File: config.mk
export PLATFORM = sky130hd
export DESIGN_NAME = ps2_device_tx
export DESIGN_NICKNAME = d
export VERILOG_FILES = /design/src/rtl/ps2_device_tx.sv
export SDC_FILE = /design/constraint.sdc
export NUM_CORES = 1
export LEC_CHECK = 0
export BUFFER_PORTS_ARGS = -buffer_cell sky130_fd_sc_hd__buf_2
export CAP_MARGIN = 0
export CELL_PAD_IN_SITES_DETAIL_PLACEMENT = 2
export CELL_PAD_IN_SITES_GLOBAL_PLACEMENT = 2
export CORE_ASPECT_RATIO = 1.1
export CORE_MARGIN = 3
export CORE_UTILIZATION = 39
export CTS_BUF_LIST = sky130_fd_sc_hd__clkbuf_4
export CTS_CLUSTER_SIZE = 20
export DETAILED_ROUTE_END_ITERATION = 8
export GPL_ROUTABILITY_DRIVEN = 0
export PLACE_DENSITY = 0.89
export SLEW_MARGIN = 0
export SYNTH_ARGS = -nofsm -noshare
export SYNTH_HDL_FRONTEND = slang
export SYNTH_SLANG_ARGS = --single-unit
File: constraint.sdc
create_clock -name sys_clk -period 2.3 [get_ports sys_clk]
set_input_delay 0.46 -clock sys_clk [delete_from_list [all_inputs] [get_ports sys_clk]]
set_output_delay 0.46 -clock sys_clk [all_outputs]
set_load 0.03 [all_outputs]
File: src/rtl/ps2_device_tx.sv
// PS/2 device-to-host transmitter: byte FIFO feeding an 11-bit frame serializer.
// Define PS2_INHIBIT_EN to build host-inhibit detection with abort and retransmit.
module ps2_device_tx #(
  parameter int HALF_CYC = 2000,
  parameter int GAP_CYC  = 5000,
  parameter int FIFO_AW  = 2
) (
  input  logic       sys_clk,
  input  logic       reset,
  input  logic [7:0] tx_data,
  input  logic       tx_valid,
  output logic       tx_ready,
  output logic       ps2_clk_out,
  output logic       ps2_data_out,
  input  logic       ps2_clk_in,
  output logic       frame_sent,
  output logic       busy
);

  localparam int DEPTH = 1 << FIFO_AW;
  localparam int MAXC  = (HALF_CYC > GAP_CYC) ? HALF_CYC : GAP_CYC;
  localparam int CW    = $clog2(MAXC + 1);
  localparam logic [FIFO_AW:0] FULL_CNT  = (FIFO_AW + 1)'(DEPTH);
  localparam logic [CW-1:0]    HALF_LAST = CW'(HALF_CYC - 1);
  localparam logic [CW-1:0]    GAP_LAST  = CW'(GAP_CYC - 1);

  typedef enum logic [2:0] {
    IDLE, BIT_HI, BIT_LO, GAP
`ifdef PS2_INHIBIT_EN
    , INHIBIT
`endif
  } stateT;

  stateT state;
  logic [7:0]         fifoMem [DEPTH];
  logic [FIFO_AW-1:0] wrPtr;
  logic [FIFO_AW-1:0] rdPtr;
  logic [FIFO_AW:0]   count;
  logic [7:0]         head;
  logic [10:0]        shiftReg;
  logic [3:0]         bitCnt;
  logic [CW-1:0]      cycCnt;
  logic               push;
  logic               pop;
  logic               canStart;
  logic               hasRetained;
  logic               startFrame;

`ifdef PS2_INHIBIT_EN
  logic          clkSync1;
  logic          clkSync2;
  logic [CW-1:0] highCnt;
  logic          retained;

  // Host must release the clock for GAP_CYC consecutive cycles before we talk.
  always_ff @(posedge sys_clk) begin
    if (reset) begin
      clkSync1 <= 1'b0;
      clkSync2 <= 1'b0;
      highCnt  <= '0;
    end else begin
      clkSync1 <= ps2_clk_in;
      clkSync2 <= clkSync1;
      if (!clkSync2)
        highCnt <= '0;
      else if (highCnt != CW'(GAP_CYC))
        highCnt <= highCnt + 1'b1;
    end
  end

  assign canStart    = (highCnt == CW'(GAP_CYC));
  assign hasRetained = retained;
`else
  logic unusedClkIn;
  assign unusedClkIn = ps2_clk_in;
  assign canStart    = 1'b1;
  assign hasRetained = 1'b0;
`endif

  assign tx_ready   = (count != FULL_CNT);
  assign push       = tx_valid && tx_ready;
  assign startFrame = (state == IDLE) && canStart && (hasRetained || (count != '0));
  assign pop        = startFrame && !hasRetained;
  assign head       = fifoMem[rdPtr];
  assign busy       = (state != IDLE) || (count != '0);

  always_ff @(posedge sys_clk) begin
    if (push)
      fifoMem[wrPtr] <= tx_data;
  end

  always_ff @(posedge sys_clk) begin
    if (reset) begin
      wrPtr <= '0;
      rdPtr <= '0;
      count <= '0;
    end else begin
      if (push)
        wrPtr <= wrPtr + 1'b1;
      if (pop)
        rdPtr <= rdPtr + 1'b1;
      case ({push, pop})
        2'b10:   count <= count + 1'b1;
        2'b01:   count <= count - 1'b1;
        default: count <= count;
      endcase
    end
  end

  // Line drivers follow the state one cycle later, so clock and data stay aligned.
  always_ff @(posedge sys_clk) begin
    if (reset) begin
      state        <= IDLE;
      shiftReg     <= '0;
      bitCnt       <= '0;
      cycCnt       <= '0;
      frame_sent   <= 1'b0;
      ps2_clk_out  <= 1'b1;
      ps2_data_out <= 1'b1;
`ifdef PS2_INHIBIT_EN
      retained     <= 1'b0;
`endif
    end else begin
      frame_sent <= 1'b0;
      case (state)
        IDLE: begin
          if (startFrame) begin
            if (!hasRetained)
              shiftReg <= {1'b1, ~^head, head, 1'b0};
`ifdef PS2_INHIBIT_EN
            retained <= 1'b0;
`endif
            bitCnt <= '0;
            cycCnt <= '0;
            state  <= BIT_HI;
          end
        end
        BIT_HI: begin
`ifdef PS2_INHIBIT_EN
          if (!clkSync2 && (bitCnt <= 4'd9)) begin
            state    <= INHIBIT;
            retained <= 1'b1;
            cycCnt   <= '0;
          end else
`endif
          if (cycCnt == HALF_LAST) begin
            cycCnt <= '0;
            state  <= BIT_LO;
          end else begin
            cycCnt <= cycCnt + 1'b1;
          end
        end
        BIT_LO: begin
          if (cycCnt == HALF_LAST) begin
            cycCnt <= '0;
            if (bitCnt == 4'd10) begin
              state      <= GAP;
              frame_sent <= 1'b1;
            end else begin
              bitCnt <= bitCnt + 4'd1;
              state  <= BIT_HI;
            end
          end else begin
            cycCnt <= cycCnt + 1'b1;
          end
        end
        GAP: begin
          if (cycCnt == GAP_LAST) begin
            cycCnt <= '0;
            state  <= IDLE;
          end else begin
            cycCnt <= cycCnt + 1'b1;
          end
        end
`ifdef PS2_INHIBIT_EN
        INHIBIT: begin
          if (canStart)
            state <= IDLE;
        end
`endif
        default: state <= IDLE;
      endcase

      case (state)
        BIT_HI: begin
          ps2_clk_out  <= 1'b1;
          ps2_data_out <= shiftReg[bitCnt];
        end
        BIT_LO: begin
          ps2_clk_out  <= 1'b0;
          ps2_data_out <= shiftReg[bitCnt];
        end
        default: begin
          ps2_clk_out  <= 1'b1;
          ps2_data_out <= 1'b1;
        end
      endcase
    end
  end

endmodule

==> results of run 1 <==
worst max path at each step:
stage	startpoint	slack [ps]	depth (start not counted)	to
after floorplan	state[0]	50	11	count[2]
after global placement	count[0]	200	10	count[2]
after detailed placement	count[0]	80	10	count[2]
after CTS	count[0]	7	10	count[2]
after global routing	count[0]	20	10	count[2]
final	state[0]	150	10	count[2]
power by group through the flow:
stage / combinational, mW / sequential, mW / clock (mW)
floorplan: 1.36 / 1.72 / 0
global placement: 1.80 / 1.74 / 0
detailed placement: 1.92 / 1.77 / 0
CTS: 2.00 / 1.75 / 0.921
global route: 2.20 / 1.78 / 0.977
finish: 2.00 / 1.75 / 0.896
critical path, delay by kind of cell, from the launching register on:
kind,cells,cell delay [ps]
flops,1,390
fa+ha+maj,3,760
simple gates,2,410
xor+xnor,1,160
buf+inv,3,200
compound gates,1,140
cell type report:
cell class              instances  area (µm²)
fillers                       867        4580
flip-flops and latches         73        1790
multi-input cells             198        1520
repair buffers                 27         175
well taps                     111         139
clock inverters                 7        83.8
clock buffers                   9        67.6
inverters                      14        55.1
placed cells by master, fill, tap and decap left out, types with 6 or more instances in the layout:
master / n
nand2_1: 39
dfxtp_1: 38
edfxtp_1: 32
a21oi_1: 21
buf_2: 14
nor2_1: 12
ha_1: 11
buf_4: 11
clkbuf_4: 9
inv_1: 8
nor3_1: 8
a31oi_1: 8
xnor2_1: 8
and3_1: 7
nand3_1: 6
nand4_1: 6
o311a_1: 6
mux4_1: 6
cell families (layout without fill, tap and decap cells):
logic type	after synthesis	after routing	synth area share, %
flip-flops	73	73	52.5
AND/OR/NAND/NOR	108	108	17.4
AO/OA/AOI/OAI	52	52	10.4
adder cells (fa/ha/maj)	14	14	5.38
multiplexers	12	12	7.66
XOR/XNOR	12	12	3.10
buffers and inverters	29	57	3.65
timing repair:
item	4_1_cts	5_1_grt
endpoints found under the setup margin	2	8
resized for setup	8	11
hold buffers	0	0
buffers inserted	0	1
pin swaps	0	1
through the flow:
step | hold WS [ps] | area (µm²) | utilization [%]
6_report | 223 | 3830 | 45.5
5_1_grt | 195 | 3830 | 45.5
4_1_cts | 198 | 3800 | 45.2
3_5_place_dp | 455 | 3630 | 43.1
3_3_place_gp | 446 | 3630 | 43.1
2_1_floorplan | 433 | 3400 | -
routing by layer:
metal | vias up | wire [µm] | GRT usage (%)
met3 | 10 | 219 | 4.12
met2 | 32 | 4480 | 33.2
met5 | - | 0 | 0
met1 | 1205 | 3540 | 21.2
met4 | 0 | 126 | 6.19
li1 | 1157 | - | -
state kept, by name, summed over array words and instances, names as in the netlist, named ones only:
register	count
bitCnt	4
count	3
cycCnt	13
fifoMem	32
frame_sent	1
ps2_clk_out	1
ps2_data_out	1
rdPtr	2
shiftReg	10
state	2
wrPtr	2
==> results.py, run 1 <==
metrics = {
    "detailed_routing": {
        "ant_nets": 0,
        "viasPerCell": 5.48,
        "drt-initial-drc-count": 55,
        "num_vias": 2404,
        "drtPass1Iterations": 4,
        "wl_per_cell_um": 19.1,
        "route.detailed.drc": 0,
        "wl_um": 8370,
    },
    "clock_network": {
        "clk_latency_ps": 440,
        "clkTransAtPathRegs_ps": 150,
        "ctsHtreeMaxLevel": 3,
        "clock-sinks": 73,
        "cts_tree": "yes",
        "clk_root_buffer_cell": "clkbuf_4",
        "cts_buffer_depth": 2,
        "cts_buffers": 9,
    },
    "cells_and_area": {
        "final_cells": 439,
        "final_nets": 349,
        "areaGrowthSynthToFinish_pct": 12.7,
        "drive_gt1_share_pct": 21.6,
        "n_antenna_cell": 0,
    },
    "timing": {
        "period_share_pct": 93.6,
        "final_max_slew_viol_count": 0,
        "setup_tns_ps": 0,
        "skew_ps": 16.5,
        "final_hold_viol_count": 0,
        "slew_headroom_pct": 68.1,
        "period_needed_ps": 2150,
        "setup_viol": 0,
        "worst_pin_slew_ps": 478,
        "setup_slack_ps": 148,
        "fmax_mhz": 465,
        "rsz0062_at_grt": "false",
    },
    "global_routing": {
        "grt_max_degree": 21,
        "grt_pass1_vias": 2630,
        "grt_first_pass_wirelength_um": 13800,
        "antenna_found_initial": 0,
        "grt-ovfl-total": 0,
        "grt_usage_pct": 18.5,
    },
    "floorplanning": {
        "die_w_um": 95.0,
        "initial_core_util_pct": 40.4,
        "die_area_um2": 9860,
        "core_region_area_um2": 8410,
        "fp-row-count": 35,
        "ioPinCount": 17,
        "die_h_um": 104,
    },
    "setup_path": {
        "critPathMaxFanout": 5,
        "reg2reg_slack_ps": 150,
        "cp.required_ps": 2670,
        "reg2reg_from": "state[0]",
        "timing.rr.end": "count[2]",
        "crit_path_start_kind": "flop",
        "endpoint_kind": "flop",
        "cp.arrival_ps": 2520,
        "crit_path_cell_trace": "inv_2, ha_2, nand2b_1, inv_2, ha_2, inv_1, fa_1, xor2_1, or3_1, a21oi_1",
        "rr_worst_depth": 10,
        "path_class": "reg2reg",
        "cpPeakStageDelay_ps": 390,
        "crit_slowest_cell": "dfxtp_4",
    },
    "synth": {
        "ys_seq_area_share_pct": 52.5,
        "ys.flop_type": "dfxtp_1",
        "synth_top_cell_by_area": "edfxtp_1",
        "synth-edff-count": 32,
        "async_reset_ff_share_pct": 0,
        "syn_inst": 300,
        "avgSynthCellArea_um2": 11.3,
        "yosys-top-cells-count": "dfxtp_1, nand2_1, edfxtp_1",
        "yosysMostFrequentCell": "dfxtp_1",
        "netlist-cell-type-count": 52,
        "synth_top_area_share_pct": 28.3,
        "syn_nets": 326,
        "syn_area_um2": 3400,
        "ys_warn_count": 0,
        "netlist_top_cells_area": "edfxtp_1, dfxtp_1, ha_1",
        "synth-seq-cells": 73,
    },
    "power_and_ir_drop": {
        "p_leak_nw": 1.32,
        "p_switching_mw": 1.89,
        "power_frac_comb_pct": 43.1,
        "p_clk_share_pct": 19.3,
        "power.internal_mw": 2.76,
        "p_seq_share_pct": 37.7,
        "p_sw_share_pct": 40.6,
        "power_mw": 4.65,
        "ir_worst_vdd_uv": 526,
        "power_density_nw_per_um2": 1210,
    },
    "placement": {
        "dp_cells": 422,
        "io_buffers": 15,
        "dp_worst_setup_slack_ps": 77.5,
        "dp_hpwl_um": 5890,
    },
    "min_path": {
        "hold_depth": 1,
        "min-delay-start": "tx_data[0]",
        "min_path_type": "in2reg",
        "holdPathEnd": "fifoMem[0][0]",
    },
    "status": {
        "status": "completed",
    },
    "job": {
        "max_cap_violations": 0,
    },
}
No activity file was read; power rests on OpenSTA's default activity.
==> run 2, diff against run 1 <==
--- a/config.mk
+++ b/config.mk
@@ -5,18 +5,19 @@
 export SDC_FILE = /design/constraint.sdc
 export NUM_CORES = 1
 export LEC_CHECK = 0
+export ABC_AREA = 1
 export BUFFER_PORTS_ARGS = -buffer_cell sky130_fd_sc_hd__buf_2
 export CAP_MARGIN = 0
 export CELL_PAD_IN_SITES_DETAIL_PLACEMENT = 2
 export CELL_PAD_IN_SITES_GLOBAL_PLACEMENT = 2
 export CORE_ASPECT_RATIO = 1.1
 export CORE_MARGIN = 3
-export CORE_UTILIZATION = 39
+export CORE_UTILIZATION = 34
 export CTS_BUF_LIST = sky130_fd_sc_hd__clkbuf_4
 export CTS_CLUSTER_SIZE = 20
 export DETAILED_ROUTE_END_ITERATION = 8
 export GPL_ROUTABILITY_DRIVEN = 0
-export PLACE_DENSITY = 0.89
+export PLACE_DENSITY = 0.88
 export SLEW_MARGIN = 0
 export SYNTH_ARGS = -nofsm -noshare
 export SYNTH_HDL_FRONTEND = slang
==> run 2 against run 1 <==
Global-route usage rose by 0.69 points. Fmax rose by 1.9%. Via count rose by 32%. Flip-flop and latch count did not move. Combinational power fell by 7%. Total power fell by 4.9%. Routed wire length rose by 27%.
==> results.py, run 2 <==
metrics = {
    "status": {
        "status": "completed",
    },
    "timing": {
        "worst_pin_slew_ps": 683,
        "fmax_mhz": 473,
        "period_needed_ps": 2110,
        "period_share_pct": 91.8,
        "rsz0062_at_grt": "false",
        "slew_headroom_pct": 54.4,
        "skew_ps": 14.5,
        "final_max_slew_viol_count": 0,
        "setup_viol": 0,
        "final_hold_viol_count": 0,
        "setup_slack_ps": 188,
        "setup_tns_ps": 0,
    },
    "placement": {
        "io_buffers": 15,
        "dp_cells": 616,
        "dp_hpwl_um": 7910,
        "dp_worst_setup_slack_ps": 232,
    },
    "global_routing": {
        "grt_max_degree": 23,
        "grt_pass1_vias": 3573,
        "grt_usage_pct": 19.1,
        "grt_first_pass_wirelength_um": 18000,
        "grt-ovfl-total": 0,
        "antenna_found_initial": 0,
    },
    "detailed_routing": {
        "wl_um": 10600,
        "wl_per_cell_um": 16.8,
        "viasPerCell": 5.02,
        "drtPass1Iterations": 4,
        "ant_nets": 0,
        "num_vias": 3173,
        "route.detailed.drc": 0,
        "drt-initial-drc-count": 99,
    },
    "setup_path": {
        "crit_path_start_kind": "flop",
        "crit_slowest_cell": "dfxtp_2",
        "critPathMaxFanout": 6,
        "reg2reg_from": "state[1]",
        "startpoint": "state[0]",
        "crit_path_cell_trace": "inv_1, ha_2, inv_1, nor2_2, inv_1, buf_2",
        "crit_family": "buffers and inverters",
        "endpoint_kind": "output pin",
        "crit_top_cell": "inv_1",
        "cpPeakStageDelay_ps": 390,
        "reg2reg_slack_ps": 200,
        "cp.required_ps": 1840,
        "path_class": "reg2out",
        "path_buf_inv": 4,
        "cp.arrival_ps": 1650,
    },
    "floorplanning": {
        "core_region_area_um2": 10500,
        "fp-row-count": 39,
        "die_area_um2": 12100,
        "initial_core_util_pct": 35.1,
        "die_h_um": 115,
        "ioPinCount": 17,
        "die_w_um": 105,
    },
    "synth": {
        "async_reset_ff_share_pct": 0,
        "ys.flop_type": "dfxtp_1",
        "avgSynthCellArea_um2": 7.93,
        "syn_area_um2": 3680,
        "ys_warn_count": 0,
        "synth-seq-cells": 73,
        "ys_seq_area_share_pct": 48.5,
        "yosys-top-cells-count": "nand2_1, dfxtp_1, a21oi_1, nand3_1, inv_1",
        "yosysMostFrequentCell": "nand2_1",
        "syn_inst": 464,
        "synth_top_cell_by_area": "edfxtp_1",
        "synth_top_area_share_pct": 26.1,
        "netlist-cell-type-count": 33,
        "netlist_top_cells_area": "edfxtp_1, dfxtp_1, nand2_1",
        "synth-edff-count": 32,
        "syn_nets": 490,
    },
    "clock_network": {
        "clk_latency_ps": 440,
        "ctsHtreeMaxLevel": 3,
        "clock-sinks": 73,
        "post_cts_buffers": 0,
        "cts_buffer_depth": 2,
        "cts_tree": "yes",
        "clkTransAtPathRegs_ps": 120,
        "clk_root_buffer_cell": "clkbuf_4",
        "cts_buffers": 9,
    },
    "cells_and_area": {
        "largest_reg_flops": 32,
        "largestRegisters": "fifoMem x32, cycCnt x13, shiftReg x10",
        "n_fill_cell": 1223,
        "layout.area.seq_um2": 1780,
        "n_antenna_cell": 0,
        "regMostFlops": "fifoMem",
        "drive_gt1_share_pct": 11.7,
        "final_cell_mix": "nand2_1, dfxtp_1, nand3_1, a21oi_1, inv_1",
        "final_nets": 510,
        "areaGrowthSynthToFinish_pct": 10.1,
        "mostFrequentLayoutCell": "nand2_1",
        "final_cells": 632,
        "multi_input_area_um2": 1660,
    },
    "job": {
        "max_cap_violations": 0,
    },
    "power_and_ir_drop": {
        "p_sw_share_pct": 43.6,
        "p_seq_share_pct": 39.6,
        "p_clk_share_pct": 18.0,
        "power_frac_comb_pct": 42.4,
        "ir_worst_vdd_uv": 321,
        "power.internal_mw": 2.49,
        "p_switching_mw": 1.93,
        "power_density_nw_per_um2": 1090,
        "p_leak_nw": 1.71,
    },
    "min_path": {
        "min_path_type": "in2reg",
        "min-delay-start": "tx_data[7]",
    },
}
run 2: cell count changes after synthesis, sizes merged, moves of 7 or more:
cell,change
a21oi,+16
a31oi,-8
and3,-7
inv,+25
mux4,-9
nand2,+138
nand3,+29
nor2,+15
o21ai,+21
run 2: path summary, 6_finish.rpt:
| kind | to | cells past startpoint |
|---|---|---|
| worst max-delay path | busy | 6 |
| worst min-delay path | fifoMem[0][7] | 1 |
| worst min register to register | shiftReg[10] | 2 |
| worst max register to register | count[2] | 11 |
run 2: stage by stage:
step | cell area, µm² | util [%] | total power [mW] | hold WS (ps)
4_1_cts | 4040 | 38.5 | 4.47 | 201
3_3_place_gp | 3910 | 37.3 | 3.46 | 452
6_report | 4050 | 38.6 | 4.42 | 238
5_1_grt | 4050 | 38.6 | 4.82 | 211
2_1_floorplan | 3680 | - | 3.08 | 436
3_5_place_dp | 3910 | 37.3 | 3.66 | 475
run 2: area by class of cell:
| type | instances | area share, % |
|---|---|---|
| Timing Repair Buffer | 24 | 3.52 |
| Tap cell | 143 | 4.42 |
| Sequential cell | 73 | 44.1 |
| Multi-Input combinational cell | 337 | 41.1 |
| Clock buffer | 11 | 2.04 |
| Clock inverter | 5 | 1.14 |
| Inverter | 39 | 3.68 |
run 2: routing by layer:
layer	vias to the layer above	wire length [µm]	global-route usage (%)
li1	1556	-	-
met1	1583	4520	22.0
met2	23	5730	36.0
met3	11	206	3.26
met4	0	165	6.56
met5	-	0	0
run 2: what timing repair did:
| action | CTS | global route |
|---|---|---|
| gates resized for setup | 0 | 4 |
| hold endpoints to repair | 0 | 0 |
| hold buffers | 0 | 0 |
| setup endpoints to repair | 0 | 2 |
run 2: worst register-to-register path, delay by kind of cell (launching register included):
kind | cells | cell delay (ps)
AO/OA/AOI/OAI | 4 | 490
flip-flops | 1 | 360
buffers and inverters | 3 | 290
adder cells (fa/ha/maj) | 3 | 750
AND/OR/NAND/NOR | 1 | 110
run 2: power by group through the flow:
stage               Sequential [mW]  Clock (mW)  Combinational [mW]
finish                         1.75       0.794                1.87
floorplan                      1.72           0                1.36
global placement               1.76           0                1.70
CTS                            1.75       0.818                1.90
detailed placement             1.78           0                1.88
global route                   1.78       0.873                2.16
run 2: kinds of logic (layout without fill, tap and decap cells):
group	after synthesis	count (layout)	share of synthesized area, %
simple gates	250	250	29.2
flops	73	73	48.5
buf+inv	54	79	6.36
xor+xnor	6	6	1.43
compound gates	67	67	9.60
fa+ha+maj	14	14	4.97
